<file path="src/rtl/uart_pkg.sv">
// Framing constants and frame FSM states shared by the multi-byte UART
// transmitter and receiver so both ends agree on the packet layout.
package uart_pkg;

  localparam int          DEF_CLK_FREQ = 50_000_000;
  localparam int          DEF_UART_BPS = 115200;
  localparam logic [7:0]  DEF_HEAD0    = 8'h55;
  localparam logic [7:0]  DEF_HEAD1    = 8'hAA;

  typedef enum logic [2:0] {
    S_IDLE,
    S_H0,
    S_H1,
    S_LEN,
    S_DATA,
    S_CSUM
  } frame_state_e;

endpackage

</file>
<file path="src/rtl/uart_byte_tx.sv">
// Bit-level 8N1 serializer. tx_done is high during the last clock of the stop
// bit so the caller can chain the next byte with no idle gap between bytes.
module uart_byte_tx #(
  parameter int BPS_CNT = 434
) (
  input  logic       clk,
  input  logic       srst,
  input  logic       tx_start,
  input  logic [7:0] tx_data,
  output logic       tx_busy,
  output logic       tx_done,
  output logic       txd
);

  localparam int            CW        = (BPS_CNT > 2) ? $clog2(BPS_CNT) : 1;
  localparam logic [CW-1:0] BAUD_LAST = CW'(BPS_CNT - 1);

  logic          busy_q, busy_d;
  logic          txd_q, txd_d;
  logic [CW-1:0] baud_cnt_q, baud_cnt_d;
  logic [3:0]    bit_cnt_q, bit_cnt_d;
  logic [7:0]    data_q, data_d;
  logic          byte_end;

  // Bit 0 is the start bit, 1..8 carry data LSB first, 9 is the stop bit.
  assign byte_end = busy_q && (baud_cnt_q == BAUD_LAST) && (bit_cnt_q == 4'd9);

  always_comb begin
    busy_d     = busy_q;
    txd_d      = txd_q;
    baud_cnt_d = baud_cnt_q;
    bit_cnt_d  = bit_cnt_q;
    data_d     = data_q;
    if (busy_q) begin
      if (baud_cnt_q == BAUD_LAST) begin
        baud_cnt_d = '0;
        if (bit_cnt_q == 4'd9) begin
          busy_d = 1'b0;
          txd_d  = 1'b1;
        end else begin
          bit_cnt_d = bit_cnt_q + 4'd1;
          txd_d     = (bit_cnt_q < 4'd8) ? data_q[bit_cnt_q[2:0]] : 1'b1;
        end
      end else begin
        baud_cnt_d = baud_cnt_q + 1'b1;
      end
    end
    if (tx_start && (!busy_q || byte_end)) begin
      busy_d     = 1'b1;
      txd_d      = 1'b0;
      baud_cnt_d = '0;
      bit_cnt_d  = 4'd0;
      data_d     = tx_data;
    end
  end

  always_ff @(posedge clk) begin
    if (srst) begin
      busy_q     <= 1'b0;
      txd_q      <= 1'b1;
      baud_cnt_q <= '0;
      bit_cnt_q  <= 4'd0;
      data_q     <= 8'd0;
    end else begin
      busy_q     <= busy_d;
      txd_q      <= txd_d;
      baud_cnt_q <= baud_cnt_d;
      bit_cnt_q  <= bit_cnt_d;
      data_q     <= data_d;
    end
  end

  assign tx_busy = busy_q;
  assign tx_done = byte_end;
  assign txd     = txd_q;

endmodule

</file>
<file path="src/rtl/uart_mult_byte_tx.sv">
// Packet UART transmitter: buffers payload bytes, then on send emits
// HEAD0 HEAD1 LEN payload CSUM as one continuous 8N1 stream.
module uart_mult_byte_tx
  import uart_pkg::*;
#(
  parameter int         CLK_FREQ = DEF_CLK_FREQ,
  parameter int         UART_BPS = DEF_UART_BPS,
  parameter int         MAX_LEN  = 16,
  parameter logic [7:0] HEAD0    = DEF_HEAD0,
  parameter logic [7:0] HEAD1    = DEF_HEAD1
) (
  input  logic       sys_clk,
  input  logic       sys_rst,
  input  logic       wr_en,
  input  logic [7:0] wr_data,
  input  logic       send,
  output logic [7:0] buf_cnt,
  output logic       busy,
  output logic       done,
  output logic       wr_err,
  output logic       uart_txd
);

  localparam int         BPS_CNT = CLK_FREQ / UART_BPS;
  localparam int         AW      = (MAX_LEN > 1) ? $clog2(MAX_LEN) : 1;
  localparam logic [7:0] FULL    = 8'(MAX_LEN);

  frame_state_e state_q, state_d;
  logic [7:0]   buf_cnt_q, buf_cnt_d;
  logic [7:0]   sum_q, sum_d;
  logic [7:0]   len_q, len_d;
  logic [7:0]   csum_q, csum_d;
  logic [7:0]   idx_q, idx_d;
  logic [7:0]   rd_data_q;
  logic         done_q, done_d;
  logic         wr_err_q, wr_err_d;
  logic [7:0]   mem [MAX_LEN];

  logic         wr_ok;
  logic [7:0]   cnt_after, sum_after;
  logic         tx_start, tx_done, tx_busy;
  logic [7:0]   tx_data;

  // A write in the same cycle as send is folded into LEN and the checksum.
  assign wr_ok     = wr_en && (state_q == S_IDLE) && (buf_cnt_q != FULL);
  assign cnt_after = buf_cnt_q + {7'd0, wr_ok};
  assign sum_after = sum_q + (wr_ok ? wr_data : 8'd0);

  always_comb begin
    state_d   = state_q;
    buf_cnt_d = cnt_after;
    sum_d     = sum_after;
    len_d     = len_q;
    csum_d    = csum_q;
    idx_d     = idx_q;
    done_d    = 1'b0;
    wr_err_d  = wr_en && !wr_ok;
    tx_start  = 1'b0;
    tx_data   = 8'd0;
    case (state_q)
      S_IDLE: begin
        if (send) begin
          state_d  = S_H0;
          tx_start = 1'b1;
          tx_data  = HEAD0;
          len_d    = cnt_after;
          csum_d   = cnt_after + sum_after;
          idx_d    = 8'd0;
        end
      end
      S_H0: begin
        if (tx_done) begin
          state_d  = S_H1;
          tx_start = 1'b1;
          tx_data  = HEAD1;
        end
      end
      S_H1: begin
        if (tx_done) begin
          state_d  = S_LEN;
          tx_start = 1'b1;
          tx_data  = len_q;
        end
      end
      S_LEN, S_DATA: begin
        // rd_data_q already holds mem[idx_q]; the address settled long before.
        if (tx_done) begin
          tx_start = 1'b1;
          if (idx_q == len_q) begin
            state_d = S_CSUM;
            tx_data = csum_q;
          end else begin
            state_d = S_DATA;
            tx_data = rd_data_q;
            idx_d   = idx_q + 8'd1;
          end
        end
      end
      S_CSUM: begin
        if (tx_done) begin
          state_d   = S_IDLE;
          done_d    = 1'b1;
          buf_cnt_d = 8'd0;
          sum_d     = 8'd0;
        end
      end
      default: state_d = S_IDLE;
    endcase
  end

  always_ff @(posedge sys_clk) begin
    if (sys_rst) begin
      state_q   <= S_IDLE;
      buf_cnt_q <= 8'd0;
      sum_q     <= 8'd0;
      len_q     <= 8'd0;
      csum_q    <= 8'd0;
      idx_q     <= 8'd0;
      done_q    <= 1'b0;
      wr_err_q  <= 1'b0;
    end else begin
      state_q   <= state_d;
      buf_cnt_q <= buf_cnt_d;
      sum_q     <= sum_d;
      len_q     <= len_d;
      csum_q    <= csum_d;
      idx_q     <= idx_d;
      done_q    <= done_d;
      wr_err_q  <= wr_err_d;
    end
  end

  always_ff @(posedge sys_clk) begin
    if (wr_ok) begin
      mem[buf_cnt_q[AW-1:0]] <= wr_data;
    end
    rd_data_q <= mem[idx_q[AW-1:0]];
  end

  uart_byte_tx #(
    .BPS_CNT(BPS_CNT)
  ) u_byte_tx (
    .clk     (sys_clk),
    .srst    (sys_rst),
    .tx_start(tx_start),
    .tx_data (tx_data),
    .tx_busy (tx_busy),
    .tx_done (tx_done),
    .txd     (uart_txd)
  );

  assign buf_cnt = buf_cnt_q;
  assign busy    = tx_busy;
  assign done    = done_q;
  assign wr_err  = wr_err_q;

endmodule

</file>
<file path="config.mk">
export PLATFORM = sky130hd
export DESIGN_NAME = uart_mult_byte_tx
export DESIGN_NICKNAME = d
export VERILOG_FILES = /design/src/rtl/uart_pkg.sv /design/src/rtl/uart_byte_tx.sv /design/src/rtl/uart_mult_byte_tx.sv
export SDC_FILE = /design/constraint.sdc
export NUM_CORES = 1
export LEC_CHECK = 0
export BUFFER_PORTS_ARGS = -buffer_cell sky130_fd_sc_hd__buf_2
export CAP_MARGIN = 20
export CORE_MARGIN = 3
export CORE_UTILIZATION = 40
export CTS_CLUSTER_DIAMETER = 100
export DETAILED_ROUTE_END_ITERATION = 12
export PLACE_DENSITY = 0.62
export SLEW_MARGIN = 10
export SYNTH_ARGS = -nofsm -noshare
export SYNTH_HDL_FRONTEND = slang
export SYNTH_SLANG_ARGS = --single-unit
export TNS_END_PERCENT = 20
</file>
<file path="constraint.sdc">
create_clock -name sys_clk -period 6.62 [get_ports sys_clk]
set_input_delay 0 -clock sys_clk [delete_from_list [all_inputs] [get_ports sys_clk]]
set_output_delay 0 -clock sys_clk [all_outputs]
set_load 0.05 [all_outputs]
</file>
# Word-level counts from Yosys, hierarchy flattened
# Memories as Yosys holds them, arrays and structs flattened. A register that Yosys moved wholly into a read port is not among the register bits.
# Index checks and enable logic that the tools add are counted.
word_totals:
  input_bits: 12
  word_cells: 100
  n_memories: 1
  regBits: 68
  ram_bits: 128
  out_inout_bits: 12
op_classes:
  bitwise: 2
  n_lt_le_gt_ge: 2
  add_sub_neg: 6
  reduce_logical: 22
  eq_ne: 15
  mux: 39
memory_table:
  columns: ["memory", "depth", "word_bits", "rd", "rd_clocked_by_memory_dff", "wr", "line_no", "text"]
  rows:
  - ["mem", 16, 8, 1, 1, 1, "uart_mult_byte_tx.sv:37", "logic [7:0] mem [MAX_LEN];"]
ops:
  columns: ["cell", "n"]
  rows:
  - ["two-way mux 8 bit", 12]
  - ["case mux 8 bit (4 select lines)", 1]
  - ["adder 8 bit", 2]
  - ["case mux 8 bit (2 select lines)", 1]
  - ["two-way mux 1 bit", 15]
  - ["two-way mux 3 bit", 5]
  - ["case mux 3 bit (5 select lines)", 1]
  - ["adder 9 x 1 -> 9 bit (second input constant)", 1]
  - ["== test 9 bit (second input constant)", 1]
  - ["two-way mux 9 bit", 1]
  - ["adder 8 x 1 -> 8 bit", 1]
  - ["adder 8 x 1 -> 8 bit (second input constant)", 1]
  - ["== test 8 bit", 1]
  - ["!= test 2 x 1 -> 1 bit (second input constant)", 4]
  - ["!= test 8 x 5 -> 1 bit (second input constant)", 1]
  - ["two-way mux 7 bit", 1]
  - ["== test 3 x 2 -> 1 bit (second input constant)", 2]
  - ["== test 3 bit (second input constant)", 2]
  - ["logical AND 1 bit", 6]
  - ["nonzero test 2 bit", 3]
  - ["OR reduction 2 bit", 3]
  - ["AND reduction 5 bit", 1]
  - ["adder 4 x 1 -> 4 bit (second input constant)", 1]
  - ["== test 4 bit (second input constant)", 1]
  - ["other kinds (14)", 18]

# Logic depth before layout (Yosys ltp)
logic_depth:
  ltp_word: 8
  mapped_depth: 17
  depth_no_buf: 16

# Hierarchy
# From an unflattened synthesis, not the netlist that was laid out.
unflattened:
  cells_unflattened: 672
  area_unflattened_um2: 9001.1
by_module_without_submodules:
  columns: ["module", "area_each_um2", "cells_per_inst", "instances", "seq_area_each_um2"]
  rows:
  - ["uart_mult_byte_tx", 7862.5, 554, 1, 4904.7]
  - ["uart_byte_tx", 1138.6, 118, 1, 460.4]

# Least setup slack after synthesis
# Ideal clock, no wire load.
synth_timing:
  path_kind: "register to register"
  start: "register buf_cnt_q[4] (netlist: buf_cnt[4])"
  end: "register csum_q[7]"
  t_arrival_ps: 3924
  path_slack_ps: 2610
  path_buffers: 0
  synth_period_minus_slack_ps: 4010
  stages_incl_launch_ff: 15
  t_required_ps: 6534
  setup_ps: 86
  path_cell_list: "dfxtp_1 or4b_2 o21a_1 and2_1 ha_1 fa_1 a21o_1 a21oi_1 o21bai_1 a21oi_1 xnor2_1 ha_1 o41ai_1 xnor2_1 a211oi_1"
synth_between:
  elab_chain_len: 5
  word_cells_on_any_way: 6
  cone_classes: "add/sub: 3; eq/ne: 1; mux: 1; reduce/logical: 1"
synth_rtl:
  columns: ["item", "line_no", "text"]
  rows:
  - ["start: declaration", "uart_mult_byte_tx.sv:29", "logic [7:0] buf_cnt_q, buf_cnt_d;"]
  - ["start signal: assignment", "uart_mult_byte_tx.sv:123", "buf_cnt_q <= buf_cnt_d;"]
  - ["!= test 8 x 5 -> 1 bit", "uart_mult_byte_tx.sv:45", "assign wr_ok = wr_en && (state_q == S_IDLE) && (buf_cnt_q != FULL);"]
  - ["logical AND 1 bit", "uart_mult_byte_tx.sv:45", null]
  - ["two-way mux 8 bit", "uart_mult_byte_tx.sv:47", "assign sum_after = sum_q + (wr_ok ? wr_data : 8'd0);"]
  - ["adder 8 bit", "uart_mult_byte_tx.sv:47", null]
  - ["adder 8 bit *", "uart_mult_byte_tx.sv:67", "csum_d = cnt_after + sum_after;"]
  - ["end signal: assignment", "uart_mult_byte_tx.sv:126", "csum_q <= csum_d;"]
  - ["end: declaration", "uart_mult_byte_tx.sv:32", "logic [7:0] csum_q, csum_d;"]
# Mark *: on every way between the ends. The rest lies on a longest branch, timed or not.
# A chain may end at the register's enable or synchronous reset.

# Worst setup path after layout
# Ends and elaborated chain as after synthesis.

==> summary.txt <==
Outcome
  • Status: completed

Floorplan
  • Core ar.: ~21,000 µm²
  • Die width: 155 µm
  • Die Area: ~24,000 µm²
  • I/O pins: 24
  • Die height: 155 µm
  • Initial Utilization: 41.4%
  • Rows: 53

Pwr
  • Clock power frac: 34.3%
  • NetSw: 0.000972 W
  • P_int: 0.00241 W
  • Pwr dens: ~340 nW/µm²
  • Peak supply drop: 0.279 mV
  • Switch share: 28.7%
  • Leakage: 3.46 nW
  • Gate power share: 19.8%
  • Flop pwr share: 45.9%

STA
  • Period utilization: approximately three fifths
  • Final Skew: 0.0147 ns
  • Final setup TNS: 0 ns
  • Slew Limit Headroom: 29.3%
  • Setup Viol. Count Final: 0
  • Setup WS post-layout: 2.54 ns
  • Final Hold Viols: 0
  • RSZ-0062 raised after global routing: false
  • Slew Viols, Final: 0
  • Worst-Margin Slew: ~1.1 ns
  • Crit path time final: 4.08 ns
  • FMAX: 245 MHz

Drt
  • DRT antenna net count: 0
  • Post-Route WL: approximately 20,000 µm
  • First drt pass iteration count: 4
  • Initial DRC Count: 394
  • Vias per cell: 5.51
  • Wire per inst: ~21 µm
  • Vias post-DR: 5,339
  • Post-route DRC: 0

Synthesis
  • Avg Cell Area, Syn: 13.7 µm²
  • Cell count after synthesis: 644
  • Synth top cells by count: edfxtp_1 (128), dfxtp_1 (76), nor2_1 (73), mux4_2 (42), nand2_1 (31)
  • Area share of the largest cell type after synthesis: 43.5%
  • Post-synth ARST share: 0%
  • Yosys reg bits: 204
  • Sequential fraction of the synthesis area: 60.7%
  • Dominant cell type by area after synthesis: edfxtp_1
  • Top post-synthesis cells by area: edfxtp_1 (43%), dfxtp_1 (17%), mux4_2 (11%), nor2_1 (3.1%), ha_1 (3.0%)
  • Distinct cell type count after synthesis: 54
  • Top FF cell, synth: edfxtp_1
  • Synth Cell Area: 8840 µm²
  • Count leader, synth: edfxtp_1
  • Number of synthesized flops with an enable pin: 128
  • Syn Nets: 679
  • Warnings, synthesis: 0

Run
  • Max_cap viols: 0

Place
  • Port Buffers: 23
  • Dpl ws: roughly 2.5 ns
  • RD Place Congestion: 0.861
  • Post-DP HPWL: 13,400 µm
  • DP Area: 9200 µm²

Global route
  • Largest net degree at the start of global routing: 40
  • GRT Util Overall: 16.6%
  • Initial antenna violation count: 0
  • First-pass GRT wire length: 31,000 µm
  • GR Overflow Total: 0
  • Vias in the first global route: 5,437

Clock tree
  • Clock sink total: 204
  • Clk_lat worst skew: approximately 0.50 ns
  • H-tree Lvls: 1
  • Post_cts resized: 0
  • CTS tree: done
  • Root buffer cell: clkbuf_16
  • Max clock buf depth: 3
  • TritonCTS Buffers: 23
  • CTS clock-pin slew for the worst setup and hold paths: 0.06 ns

Finish
  • Post-Route Utilization: 47.1%
  • # diodes: 0
  • Final nets: 712
  • Area growth syn-to-layout: 13.7%
  • Final instance area: 10,000 µm²
  • Number of fill cells: approximately 1,900
  • Share of layout cells above drive strength 1: 17.0%

Worst hold path
  • Hold Path Class: primary input to flip-flop
  • Min-Delay Path Depth: 2

Critical path
  • Crit path buf inv count: 0
  • Crit path required time: 7.02 ns
  • Top cell family by delay on the critical path: compound AO/OA/AOI/OAI gates
  • CP endpoint kind: flip-flop
  • Crit start category: flip-flop
  • Critical path cell sequence: or4b_2 > o21a_1 > and2_1 > ha_1 > fa_1 > a21o_1 > a21oi_1 > o21bai_1 > a21oi_1 > xnor2_1 > ha_1 > o41ai_1 > xnor2_1 > a211oi_1
  • Crit. path cell count: 14
  • Slowest CP cell: or4b_2
  • Max incr delay on CP: 0.63 ns
  • Worst reg2reg path depth: 14
  • CP Data Arrival Time: 4.48 ns
  • Setup CP Type: flip-flop to flip-flop
  • Crit-path max FO: 10
[area by class of cell]
| cell class | instances | area, µm² | area share (%) |
|---|---|---|---|
| clock inverter | 8 | 65.1 | 0.647 |
| multi-input combinational | 391 | 3300 | 32.8 |
| clock buffer | 34 | 627 | 6.24 |
| timing repair buffer | 40 | 288 | 2.86 |
| sequential | 204 | 5370 | 53.4 |
| inverter | 17 | 63.8 | 0.635 |
| tap | 275 | 344 | 3.42 |
[flip-flops by register name, indices dropped and copies added (netlist names)]
register	count
mem	128
u_byte_tx.baud_cnt_q	9
csum_q	8
u_byte_tx.txd	1
len_q	8
u_byte_tx.tx_busy	1
buf_cnt	8
u_byte_tx.data_q	8
rd_data_q	8
idx_q	8
u_byte_tx.bit_cnt_q	4
sum_q	8
done	1
state_q	3
wr_err	1
[metal layers]
layer	GRT usage (%)	routed length (µm)
met4	3.70	286
met3	2.99	936
met1	22.8	9020
met5	0	0
met2	27.9	9820
[metrics by stage]
stage | hold WS (ns) | std cells | total power (W)
3_5_place_dp | 0.352 | 912 | 0.00224
4_1_cts | 0.0619 | 963 | 0.00342
6_report | 0.0782 | 969 | 0.00338
5_1_grt | 0.109 | 969 | 0.00355
3_3_place_gp | 0.366 | 912 | 0.00222
2_1_floorplan | 0.0989 | 644 | 0.00205
[cells by family after synthesis]
group           synth area share, %
xor+xnor                       4.53
fa+ha+maj                      3.42
flops                          60.7
compound gates                 6.88
simple gates                   10.9
buf+inv                        2.22
mux                            11.4
[cells in the final DEF (no fill, tap or decap), types with 19 or more instances in the layout]
| master | instances |
|---|---|
| edfxtp_1 | 128 |
| dfxtp_1 | 75 |
| nor2_1 | 73 |
| mux4_2 | 42 |
| nand2_1 | 31 |
| xnor2_1 | 23 |
| clkbuf_16 | 23 |
| buf_2 | 23 |
| ha_1 | 21 |
| xor2_1 | 20 |
| a21oi_1 | 19 |
[path summary, 6_finish.rpt]
| path | start | endpoint | slack, ns |
|---|---|---|---|
| worst max-delay path | buf_cnt[4] | csum_q[7] | 2.54 |
| worst min-delay path | sys_rst | idx_q[0] | 0.08 |
| worst max register to register | buf_cnt[4] | csum_q[7] | 2.54 |
| worst min register to register | csum_q[2] | csum_q[2] | 0.46 |
[repair_timing]
item                                   in CTS  in global routing
hold buffers                                9                  0
setup buffers                               0                  0
endpoints found under the hold margin     129                  0
setup endpoints to repair                   0                  0
[power by group through the flow]
| stage | logic (W) | clock network (W) | registers, W |
|---|---|---|---|
| final | 0.000670 | 0.00116 | 0.00155 |
| after floorplan | 0.000490 | 0 | 0.00156 |
| after CTS | 0.000671 | 0.00119 | 0.00155 |
| after global placement | 0.000644 | 0 | 0.00157 |
| after global routing | 0.000736 | 0.00125 | 0.00157 |
| after detailed placement | 0.000662 | 0 | 0.00158 |
(Power assumes the default switching activity.)
